File: src/rtl/fifo_ctrl_pkg.sv
// rtl/fifo_ctrl_pkg.sv - fifo controller interface types for the load path
package fifo_ctrl_pkg;

  typedef struct packed {
    logic        valid;
    logic [63:0] addr;
  } load_req_t;

  typedef struct packed {
    logic        valid;
    logic [63:0] data;
    logic        err;
  } load_resp_t;

endpackage

File: src/rtl/tri_pkg.sv
// rtl/tri_pkg.sv - TRI request/response channel types shared by load and store units
package tri_pkg;

  typedef enum logic [2:0] {
    TRI_LOAD_RQ  = 3'd0,
    TRI_STORE_RQ = 3'd1,
    TRI_AMO_RQ   = 3'd2
  } tri_req_type_e;

  typedef struct packed {
    logic          req_valid;
    tri_req_type_e req_type;
    logic [2:0]    req_size;
    logic [63:0]   req_addr;
    logic [63:0]   req_data;
    logic [3:0]    req_amo_op;
    logic          resp_ack;
  } tri_req_t;

  typedef struct packed {
    logic          req_ack;
    logic          resp_val;
    logic [127:0]  resp_data;
  } tri_resp_t;

endpackage

File: src/rtl/load_unit_top.sv
// rtl/load_unit_top.sv - single-outstanding TRI load unit; response watchdog under LOAD_UNIT_TIMEOUT_EN
module load_unit_top
  import fifo_ctrl_pkg::*;
  import tri_pkg::*;
#(
  parameter logic [2:0] REQ_SIZE       = 3'h3,
  parameter int         TIMEOUT_CYCLES = 1024
) (
  input  logic       clk,
  input  logic       rst_n,
  input  load_req_t  ld_req_i,
  output logic       ld_req_ready_o,
  output load_resp_t ld_resp_o,
  input  logic       ld_resp_ready_i,
  output tri_req_t   tri_req,
  input  tri_resp_t  tri_resp
);

  typedef enum logic [1:0] {S_IDLE, S_REQ, S_RESP, S_OUT} state_e;

  state_e      state;
  logic [63:0] addr_q;
  logic [63:0] data_q;
  logic [63:0] resp_word;

  // The TRI line is 128 bits; address bit 3 picks the 64-bit half.
  assign resp_word = addr_q[3] ? tri_resp.resp_data[127:64] : tri_resp.resp_data[63:0];

`ifdef LOAD_UNIT_TIMEOUT_EN
  localparam int               CNT_W     = $clog2(TIMEOUT_CYCLES);
  localparam logic [CNT_W-1:0] CNT_LIMIT = CNT_W'(TIMEOUT_CYCLES - 1);
  logic [CNT_W-1:0] to_cnt;
  logic             err_q;
`endif

  always_ff @(posedge clk) begin
    if (!rst_n) begin
      state  <= S_IDLE;
      addr_q <= '0;
      data_q <= '0;
`ifdef LOAD_UNIT_TIMEOUT_EN
      err_q  <= 1'b0;
      to_cnt <= '0;
`endif
    end else begin
      case (state)
        S_IDLE: begin
          if (ld_req_i.valid) begin
            addr_q <= ld_req_i.addr;
`ifdef LOAD_UNIT_TIMEOUT_EN
            err_q  <= 1'b0;
`endif
            state  <= S_REQ;
          end
        end
        S_REQ: begin
          if (tri_resp.req_ack) begin
`ifdef LOAD_UNIT_TIMEOUT_EN
            to_cnt <= '0;
`endif
            state  <= S_RESP;
          end
        end
        S_RESP: begin
          // A response arriving on the limit cycle still wins over the watchdog.
          if (tri_resp.resp_val) begin
            data_q <= resp_word;
            state  <= S_OUT;
          end
`ifdef LOAD_UNIT_TIMEOUT_EN
          else if (to_cnt == CNT_LIMIT) begin
            data_q <= '0;
            err_q  <= 1'b1;
            state  <= S_OUT;
          end else begin
            to_cnt <= to_cnt + 1'b1;
          end
`endif
        end
        S_OUT: begin
          if (ld_resp_ready_i) state <= S_IDLE;
        end
        default: state <= S_IDLE;
      endcase
    end
  end

  assign ld_req_ready_o = (state == S_IDLE);

  always_comb begin
    ld_resp_o       = '0;
    ld_resp_o.valid = (state == S_OUT);
    ld_resp_o.data  = data_q;
`ifdef LOAD_UNIT_TIMEOUT_EN
    ld_resp_o.err   = err_q;
`else
    ld_resp_o.err   = 1'b0;
`endif
  end

  always_comb begin
    tri_req            = '0;
    tri_req.req_valid  = (state == S_REQ);
    tri_req.req_type   = TRI_LOAD_RQ;
    tri_req.req_size   = REQ_SIZE;
    tri_req.req_addr   = addr_q;
    tri_req.req_data   = '0;
    tri_req.req_amo_op = '0;
    tri_req.resp_ack   = (state == S_RESP);
  end

  a_timeout_cfg: assert property (@(posedge clk) TIMEOUT_CYCLES >= 2);

  // A response before the request is acked breaks the TRI protocol.
  a_no_early_resp: assert property (@(posedge clk) disable iff (!rst_n)
    !(state == S_REQ && tri_resp.resp_val));

endmodule

File: config.mk
export PLATFORM = sky130hd
export DESIGN_NAME = load_unit_top
export DESIGN_NICKNAME = d
export VERILOG_FILES = /design/src/rtl/fifo_ctrl_pkg.sv /design/src/rtl/tri_pkg.sv /design/src/rtl/load_unit_top.sv
export SDC_FILE = /design/constraint.sdc
export NUM_CORES = 1
export LEC_CHECK = 0
export ABC_AREA = 1
export BUFFER_PORTS_ARGS = -buffer_cell sky130_fd_sc_hd__buf_2
export CORE_AREA = 2 2 159 161
export CTS_CLUSTER_DIAMETER = 60
export DETAILED_ROUTE_END_ITERATION = 10
export DIE_AREA = 0 0 161 163
export PLACE_DENSITY = 0.57
export SLEW_MARGIN = 15
export SYNTH_ARGS = -nofsm -noshare
export SYNTH_HDL_FRONTEND = slang
export SYNTH_SLANG_ARGS = --single-unit
File: constraint.sdc
create_clock -name clk -period 2.63 [get_ports clk]
set_clock_uncertainty 0.1 [all_clocks]
set_input_delay 0.789 -clock clk [delete_from_list [all_inputs] [get_ports clk]]
set_output_delay 0.789 -clock clk [all_outputs]
set_load 0.03 [all_outputs]
; After elaboration in Yosys (flattened, before gate mapping)
; Cells that the tools add are included.
; Widths: inputs -> output; s select.
[word_totals]
register_bits = 130
in_bits = 198
output_inout_bits = 207
word_cells = 20
[classes]
n_eq_ne = 7
mux = 6
reduce_logical = 4
[ops]
columns = operator, count
row1 = $mux 64, 1
row2 = $mux 2, 4
row3 = $pmux 2 s4, 1
row4 = $ne 2x1->1 const B, 3
row5 = $eq 2x2->1 const B, 2
row6 = $reduce_and 2->1, 2
row7 = $reduce_and 4->1, 1
row8 = $eq 2x1->1 const B, 1
row9 = $logic_not 2->1, 1
row10 = $ne 2x2->1 const B, 1

; Longest topological paths before layout
; Gate-level depths: netlist (run 1).
[logic_depth]
depth_word = 3
ltp_mapped = 9

; Worst setup path after synthesis (run 1)
; OpenSTA, ideal clock, no wires.
[synth_timing]
kind = register to output
start = reg state[0]
end = out ld_req_ready_o
arrival_time_ns = 0.767
required_ns = 1.741
slack_ns = 0.974
path_stages_with_launch = 3
path_cell_list = dfxtp_1 inv_1 ha_1
[synth_via]
elab_chain_cells = 1
[synth_lines]
columns = item, line
row1 = start: declaration, load_unit_top.sv:21  ; state_e state;
row2 = start signal: assignment, load_unit_top.sv:38  ; state <= S_IDLE;
row3 = start signal: assignment, load_unit_top.sv:53  ; state <= S_REQ;
row4 = start signal: assignment, load_unit_top.sv:61  ; state <= S_RESP;
row5 = $logic_not 2->1, load_unit_top.sv:88  ; assign ld_req_ready_o = (state == S_IDLE);
row6 = end: declaration, load_unit_top.sv:12  ; output logic ld_req_ready_o,
; Every way passes these cells.

==> flow_metrics.tcl, run 1 <==
set metrics [dict create \
    slew_headroom_pct 54.6 \
    finalCritPeriodShare_pct 86.2 \
    place_congestion 0.759 \
    grt_use_total_pct 13.6 \
    rows 58 \
    cp_cell_sequence "inv_1 > ha_1 > buf_2" \
    die_area_mm2 0.0262 \
    cts-root-buf "clkbuf_16" \
    layout_commonest_cell "buf_2" \
    overflow 0 \
    avgSynthCellArea_um2 8.25 \
    cp_slowest_stage_delay_ns 0.39 \
    peakVddDrop_mv 0.414 \
    syn_inst 805 \
    grt_pass1_vias 5667 \
    synth-seq-cells 130 \
    ios 405 \
    post_cts_buffers 0 \
    powerDensity_mw_per_mm2 981 \
    start_util_pct 26.9 \
    end_kind "primary output" \
    tightest_slew_ns 0.680 \
    antenna_found_initial 0 \
    leakagePower_uw 0.00453 \
    hold_class "register to register" \
    critPathLaunchType "register" \
    n_antenna_cell 0 \
    cts_tree "yes" \
    worst-path-buf-inv 2 \
    ys_warn_count 0 \
    finalCoreUtilization_pct 35.8 \
    hold_violations 0 \
    rsz0062_at_grt "false" \
    crit_arrival_ns 1.38 \
    fin_tns_setup_ns 0 \
    setup_violations 0 \
    fp.coreArea_mm2 0.0247 \
    grt_max_degree 65 \
    io_buffers 329 \
    maxCapViolations 0 \
    clkSlewWorstSetupHoldPaths_ns 0.07 \
    dp_hpwl_mm 13.8 \
    seq_area_frac_synth_pct 39.2 \
    cp_data_required_time_ns 1.74 \
    numCtsBuffers 17 \
    routed_wl_mm 18.4 \
    crit_type "register to primary output" \
    layout-drive-gt1-share_pct 49.3 \
    grt_pass1_wl_mm 28.6 \
    crit_slowest_cell "dfxtp_1" \
    insertion_delay_ns 0.41 \
    die_w_um 161 \
    fmax_ghz 0.441 \
    syn_area_mm2 0.00664 \
    viasPerCell 4.11 \
    mostFrequentLayoutCells "328 x buf_2, 139 x nand2_1, 132 x nor2_1, 129 x dfxtp_1, 75 x conb_1" \
    drt-wirelength-per-cell_um 12.6 \
    min_period_ns 2.27 \
    clk_path_buf_depth 2 \
    die_y_um 163 \
    cts.sinks 130 \
    p_total_uw 8670 \
    route.detailed.drc 0 \
    status "finished clean" \
    dr.pass1.iters 4 \
    maxSlewViolCount 0 \
    num_vias 6017 \
    drtAntennaViolNets 0 \
    num-nets-final 1324 \
    path_max_fanout 4 \
    cts_hold_buffers 0 \
    cts_max_level 4 \
    critPathTopFamily "flip-flops" \
    synth_cell_types 21 \
    areaGrowthSynthToFinish_pct 33.0 \
    drt_iter0_markers 189 \
    cts_resized 0 \
]
-- worst paths after layout --
check / startpoint / endpoint / slack [ns] / depth (start not counted)
worst max-delay path: state[0] / tri_req[0] / 0.36 / 3
worst max register to register: state[0] / data_q[23] / 0.59 / 8
worst min-delay path: addr_q[46] / addr_q[46] / 0.38 / 2
worst min register to register: addr_q[46] / addr_q[46] / 0.38 / 2
-- worst min-delay path, delay by kind of cell, from the launching register on --
| kind | cells | cell delay [ns] |
|---|---|---|
| simple gates | 2 | 0.12 |
| flops | 1 | 0.32 |
-- kinds of logic (layout without fill, tap and decap cells) --
| group | Yosys count | in the layout | synth area share [%] |
|---|---|---|---|
| AND/OR/NAND/NOR | 336 | 336 | 24.4 |
| buffers and inverters | 204 | 461 | 19.2 |
| flip-flops | 130 | 130 | 39.2 |
| AO/OA/AOI/OAI | 129 | 129 | 16.3 |
| adder cells (fa/ha/maj) | 4 | 4 | 0.753 |
| other | 2 | 75 | 0.113 |
-- synthesized netlist by cell type --
| master | number | area share (%) |
|---|---|---|
| dfxtp_1 | 130 | 39 |
| inv_2 | 59 | 3.3 |
| o211ai_1 | 8 | 0.90 |
| nor2_1 | 132 | 7.5 |
| buf_4 | 94 | 11 |
| ha_1 | 4 | 0.75 |
| inv_1 | 15 | 0.85 |
| conb_1 | 2 | 0.11 |
| nand3_2 | 56 | 8.4 |
| buf_2 | 13 | 0.98 |
| clkbuf_2 | 3 | 0.23 |
| nand2_2 | 1 | 0.094 |
| o21ai_0 | 55 | 4.1 |
| o211ai_2 | 56 | 11 |
| nand3_1 | 8 | 0.60 |
| nand2_1 | 139 | 7.9 |
| buf_8 | 6 | 1.4 |
| clkbuf_1 | 5 | 0.28 |
| o21ai_1 | 9 | 0.68 |
| buf_6 | 9 | 1.5 |
| a21oi_1 | 1 | 0.075 |
-- stage by stage --
step / worst slack (ns) / area [um^2] / instances / hold WS, ns
6_report: 0.362 / 8830 / 1465 / 0.376
5_1_grt: 0.272 / 8830 / 1465 / 0.394
4_1_cts: 0.321 / 8830 / 1465 / 0.381
3_5_place_dp: 0.471 / 8240 / 1433 / 0.367
3_3_place_gp: 0.486 / 8240 / 1433 / 0.358
2_1_floorplan: 0.974 / 6920 / 878 / 0.397
-- flip-flops by register name, indices dropped and copies added, names as in the netlist --
signal	flops
data_q	64
addr_q	64
state	2
-- layout make-up --
| class | instances | area, um^2 |
|---|---|---|
| Clock inverter | 15 | 173 |
| Sequential cell | 130 | 2600 |
| Inverter | 74 | 283 |
| Clock buffer | 17 | 425 |
| Multi-Input combinational cell | 544 | 3040 |
| Fill cell | 2629 | 15800 |
| Timing Repair Buffer | 355 | 1890 |
| Tap cell | 330 | 413 |
-- report_power, final --
group	internal, uW	switching (uW)
sequential	2460	269
clock	1430	997
combinational	1020	2490
-- per-layer routing --
metal / GRT usage (%) / share of wire, %
met1: 15.7 / 42
met2: 24.2 / 50
met3: 4.66 / 7.8
met4: 3.21 / 0.76
met5: 0 / 0
(Power assumes the default switching activity.)
==> run 2: changes to the inputs <==
- CTS_BUF_LIST: unset -> sky130_fd_sc_hd__clkbuf_4
==> flow_metrics.tcl, run 2 (synthesis gave the netlist of run 1 again) <==
set metrics [dict create \
    status "finished clean" \
    grt_use_total_pct 13.5 \
    min_path_cells 2 \
    die_area_mm2 0.0262 \
    numCtsBuffers 17 \
    layout-drive-gt1-share_pct 49.3 \
    p_switching_uw 3630 \
    grt_pass1_wl_mm 28.5 \
    grt_pass1_vias 5656 \
    cp_data_required_time_ns 1.74 \
    rows 58 \
    dp.cells 1433 \
    fin_tns_setup_ns 0 \
    cts_resized 0 \
    clk_path_buf_depth 2 \
    crit_type "register to primary output" \
    start_util_pct 26.9 \
    antenna_found_initial 1 \
    routed_wl_mm 18.3 \
    cts_hold_buffers 0 \
    peakVddDrop_mv 0.414 \
    maxCapViolations 0 \
    critPathTopFamily "flip-flops" \
    tightest_slew_ns 0.680 \
    power_frac_seq_pct 35.4 \
    finalCritPeriodShare_pct 91.5 \
    sw_frac_of_total_pct 47.1 \
    clockPowerShare_pct 19.0 \
    rsz0062_at_grt "false" \
    intPower_uw 4070 \
    whs_endpoint "addr_q[46]" \
    hold_violations 0 \
    cts_max_level 4 \
    reg2reg_slack_ns 0.57 \
    die_w_um 161 \
    crit_slowest_cell "dfxtp_1" \
    num_vias 5981 \
    reg2reg_depth 8 \
    mostFrequentLayoutCells "328 x buf_2, 139 x nand2_1, 132 x nor2_1, 129 x dfxtp_1, 75 x conb_1" \
    place_congestion 0.759 \
    place_area_mm2 0.00824 \
    r2r_end "data_q[23]" \
    r2r-start "state[0]" \
    die_y_um 163 \
    final_design_area_no_fill_mm2 0.00854 \
    crit_arrival_ns 1.52 \
    cts_tree "yes" \
    cp_cell_sequence "inv_1 > ha_1 > buf_2" \
    cp_slowest_stage_delay_ns 0.43 \
    path_max_fanout 4 \
    areaGrowthSynthToFinish_pct 28.5 \
    insertion_delay_ns 0.51 \
    power_frac_comb_pct 45.6 \
    fp.coreArea_mm2 0.0247 \
    drt_iter0_markers 196 \
    layout_commonest_cell "buf_2" \
    powerDensity_mw_per_mm2 902 \
    ios 405 \
    worstHoldStart "addr_q[46]" \
    cts-root-buf "clkbuf_4" \
    leakagePower_uw 0.00440 \
    io_buffers 329 \
    fmax_ghz 0.416 \
    slew_headroom_pct 54.6 \
    dp_hpwl_mm 13.8 \
    num-nets-final 1324 \
    post_cts_buffers 0 \
    hold_class "register to register" \
    layoutNonFillerInstCount 1466 \
    critPathLaunchType "register" \
    maxSlewViolCount 0 \
    min_period_ns 2.41 \
    clkSlewWorstSetupHoldPaths_ns 0.15 \
    grt_max_degree 65 \
    critPathLaunch "state[0]" \
    worst-path-buf-inv 2 \
    reg_top3 "addr_q: 64 flops, data_q: 64 flops, state: 2 flops" \
    viasPerCell 4.08 \
    route.detailed.drc 0 \
    end_kind "primary output" \
    cts.sinks 130 \
    dr.pass1.iters 4 \
    drtAntennaViolNets 0 \
    overflow 0 \
    setup_violations 0 \
    drt-wirelength-per-cell_um 12.5 \
]
run 2: cell types whose count changed in the layout (fill, tap and decap cells not counted):
cell	previous run	this run
diode_2	0	1
clkbuf_4	0	17
clkbuf_16	17	0
run 2: cell type report:
cell class	instances	area, um^2
multi-input cells	544	3040
flip-flops and latches	130	2600
well taps	330	413
clock buffers	17	128
clock inverters	15	173
inverters	74	283
fillers	2654	16100
diodes	1	2.50
repair buffers	355	1890
run 2: worst reg2reg max path: stages (launching register included):
cell	delay [ns]
dfxtp_1	0.38
inv_1	0.09
ha_1	0.27
nand2_1	0.15
inv_6	0.42
buf_4	0.35
nand3_2	0.08
o211ai_2	0.07
inv_2	0.03
run 2: worst max path at each step:
stage                     endpoint  slack [ns]  cells after the start
floorplan           ld_req_ready_o        0.97                      2
global placement        data_q[21]        0.49                      7
detailed placement      data_q[21]        0.47                      7
CTS                     tri_req[0]        0.14                      3
global route        ld_req_ready_o        0.08                      3
finish                  tri_req[0]        0.22                      3
run 2: through the flow:
step	power [uW]	hold WS [ns]	worst slack [ns]	utilization, %
final	7700	0.389	0.225	34.6
after global routing	8280	0.332	0.0764	34.6
after CTS	7870	0.326	0.140	34.6
after detailed placement	6350	0.367	0.471	33.4
after global placement	6320	0.358	0.486	33.4
after floorplan	5490	0.397	0.974	-
run 2: routing by layer:
| metal | up-vias | track usage, % | part of all wire (%) |
|---|---|---|---|
| met5 | - | 0 | 0 |
| met4 | 0 | 3.45 | 0.91 |
| met3 | 8 | 4.35 | 7.6 |
| met2 | 241 | 24.3 | 50 |
| met1 | 2680 | 15.5 | 42 |
| li1 | 3052 | - | - |
run 2: power by group through the flow:
stage	sequential (uW)	combinational, uW	clock, uW
detailed placement	2780	3570	0
floorplan	3710	1780	0
global route	2790	3850	1640
CTS	2730	3570	1560
finish	2730	3510	1460
global placement	2770	3550	0
==> run 3: changes to the inputs <==
- PLACE_DENSITY: 0.57 -> 0.65
==> flow_metrics.tcl, run 3 (synthesis gave the netlist of run 1 again) <==
set metrics [dict create \
    ios 405 \
    grt_max_degree 68 \
    finalCritPeriodShare_pct 92.3 \
    num-nets-final 1312 \
    die_y_um 163 \
    drtAntennaViolNets 0 \
    crit_slowest_cell "dfxtp_1" \
    use_met2_pct 23.2 \
    place_congestion 0.778 \
    final_design_area_no_fill_mm2 0.00839 \
    slew_headroom_pct 36.0 \
    cts_tree "yes" \
    layout_commonest_cell "buf_2" \
    nFillCells 2678 \
    cts-root-buf "clkbuf_4" \
    critPathLaunchType "register" \
    antenna_found_initial 1 \
    hold_class "input pin to register" \
    min_period_ns 2.43 \
    regArea_mm2 0.00260 \
    drt-wirelength-per-cell_um 12.5 \
    clkSlewWorstSetupHoldPaths_ns 0.15 \
    dp_hpwl_mm 13.3 \
    grt_pass1_wl_mm 27.7 \
    maxCapViolations 0 \
    grt_use_met3_pct 4.18 \
    route.detailed.drc 0 \
    path_max_fanout 4 \
    fin_hold_ws_ns 0.384 \
    io_buffers 329 \
    layout-drive-gt1-share_pct 48.7 \
    setup_violations 0 \
    fin_tns_setup_ns 0 \
    rows 58 \
    top_usage_layer "met2" \
    grt.met1_usage_pct 15.0 \
    die_area_mm2 0.0262 \
    mostFrequentLayoutCells "328 x buf_2, 139 x nand2_1, 132 x nor2_1, 129 x dfxtp_1, 75 x conb_1" \
    crit_arrival_ns 1.54 \
    routed_wl_mm 18.1 \
    maxSlewViolCount 0 \
    cts_max_level 4 \
    place_area_mm2 0.00815 \
    start_util_pct 26.9 \
    status "finished clean" \
    grt_pass1_vias 5582 \
    dr.pass1.iters 4 \
    crit_type "register to primary output" \
    tightest_slew_ns 0.960 \
    drt_iter0_markers 258 \
    viasPerCell 4.10 \
    numCtsBuffers 17 \
    fin_ws_ns 0.203 \
    clk_path_buf_depth 2 \
    grt_use_total_pct 13.2 \
    rsz0062_at_grt "false" \
    powerDensity_mw_per_mm2 889 \
    hold_violations 0 \
    areaGrowthSynthToFinish_pct 26.3 \
    end_kind "primary output" \
    fmax_ghz 0.412 \
    die_w_um 161 \
    fp.coreArea_mm2 0.0247 \
    cts.sinks 130 \
    pre_cts_ws_ns 0.585 \
    cp_data_required_time_ns 1.74 \
    cts_resized 0 \
    overflow 0 \
    reg_top3 "addr_q: 64 flops, data_q: 64 flops, state: 2 flops" \
    leakagePower_uw 0.00431 \
    cp_cell_sequence "inv_1 > ha_1 > buf_2" \
    multi_input_area_mm2 0.00304 \
    cp_slowest_stage_delay_ns 0.37 \
    num_vias 5963 \
    post_cts_buffers 0 \
    cts_hold_buffers 0 \
    peakVddDrop_mv 0.399 \
    insertion_delay_ns 0.52 \
]
## run 3: changes by cell type in the layout (fill, tap and decap cells not counted)
cell	change
inv_2	-1
clkinvlp_4	+4
diode_2	+1
bufinv_16	-2
buf_4	-12
clkbuf_4	+1
clkinv_4	-2
clkinv_1	+1
clkinv_2	+1
inv_8	-2
## run 3: where the power goes
part	total, uW	internal (uW)	leakage, uW	switching [uW]
logic	3470	999	0.00312	2470
registers	2730	2460	0.00107	273
clock network	1250	393	0.000116	860
## run 3: metrics by stage
stage          cells  util [%]  power [uW]
2_1_floorplan    878         -        5490
6_report        1455      34.0        7460
3_3_place_gp    1421      33.0        6250
5_1_grt         1455      34.0        8010
3_5_place_dp    1421      33.0        6300
4_1_cts         1453      34.0        7600
## run 3: critical path: cells and delay by family, from the launching register on
family / cells / cell delay (ns)
adder cells (fa/ha/maj): 1 / 0.31
buffers and inverters: 2 / 0.35
flip-flops: 1 / 0.37
## run 3: path summary, 6_finish.rpt
check | startpoint | end | slack, ns | depth (start not counted)
worst min-delay path | ld_req_i[41] | addr_q[41] | 0.38 | 3
worst max register to register | addr_q[3] | data_q[44] | 0.63 | 5
worst max-delay path | state[0] | tri_req[0] | 0.20 | 3
worst min register to register | addr_q[43] | addr_q[43] | 0.39 | 2
## run 3: layout make-up
type / count / share of cell area (%)
sequential: 130 / 31.0
timing repair buffer: 343 / 21.5
multi-input combinational: 544 / 36.2
tap: 330 / 4.92
clock inverter: 14 / 1.27
clock buffer: 18 / 1.61
inverter: 74 / 3.38
antenna: 2 / 0.0596
## run 3: layer usage
layer / wire, um / up-vias / share of wire, %
met5: 0 / - / 0
met4: 278 / 0 / 1.5
met3: 1550 / 16 / 8.5
met2: 8810 / 264 / 49
met1: 7510 / 2657 / 41
li1: - / 3026 / -
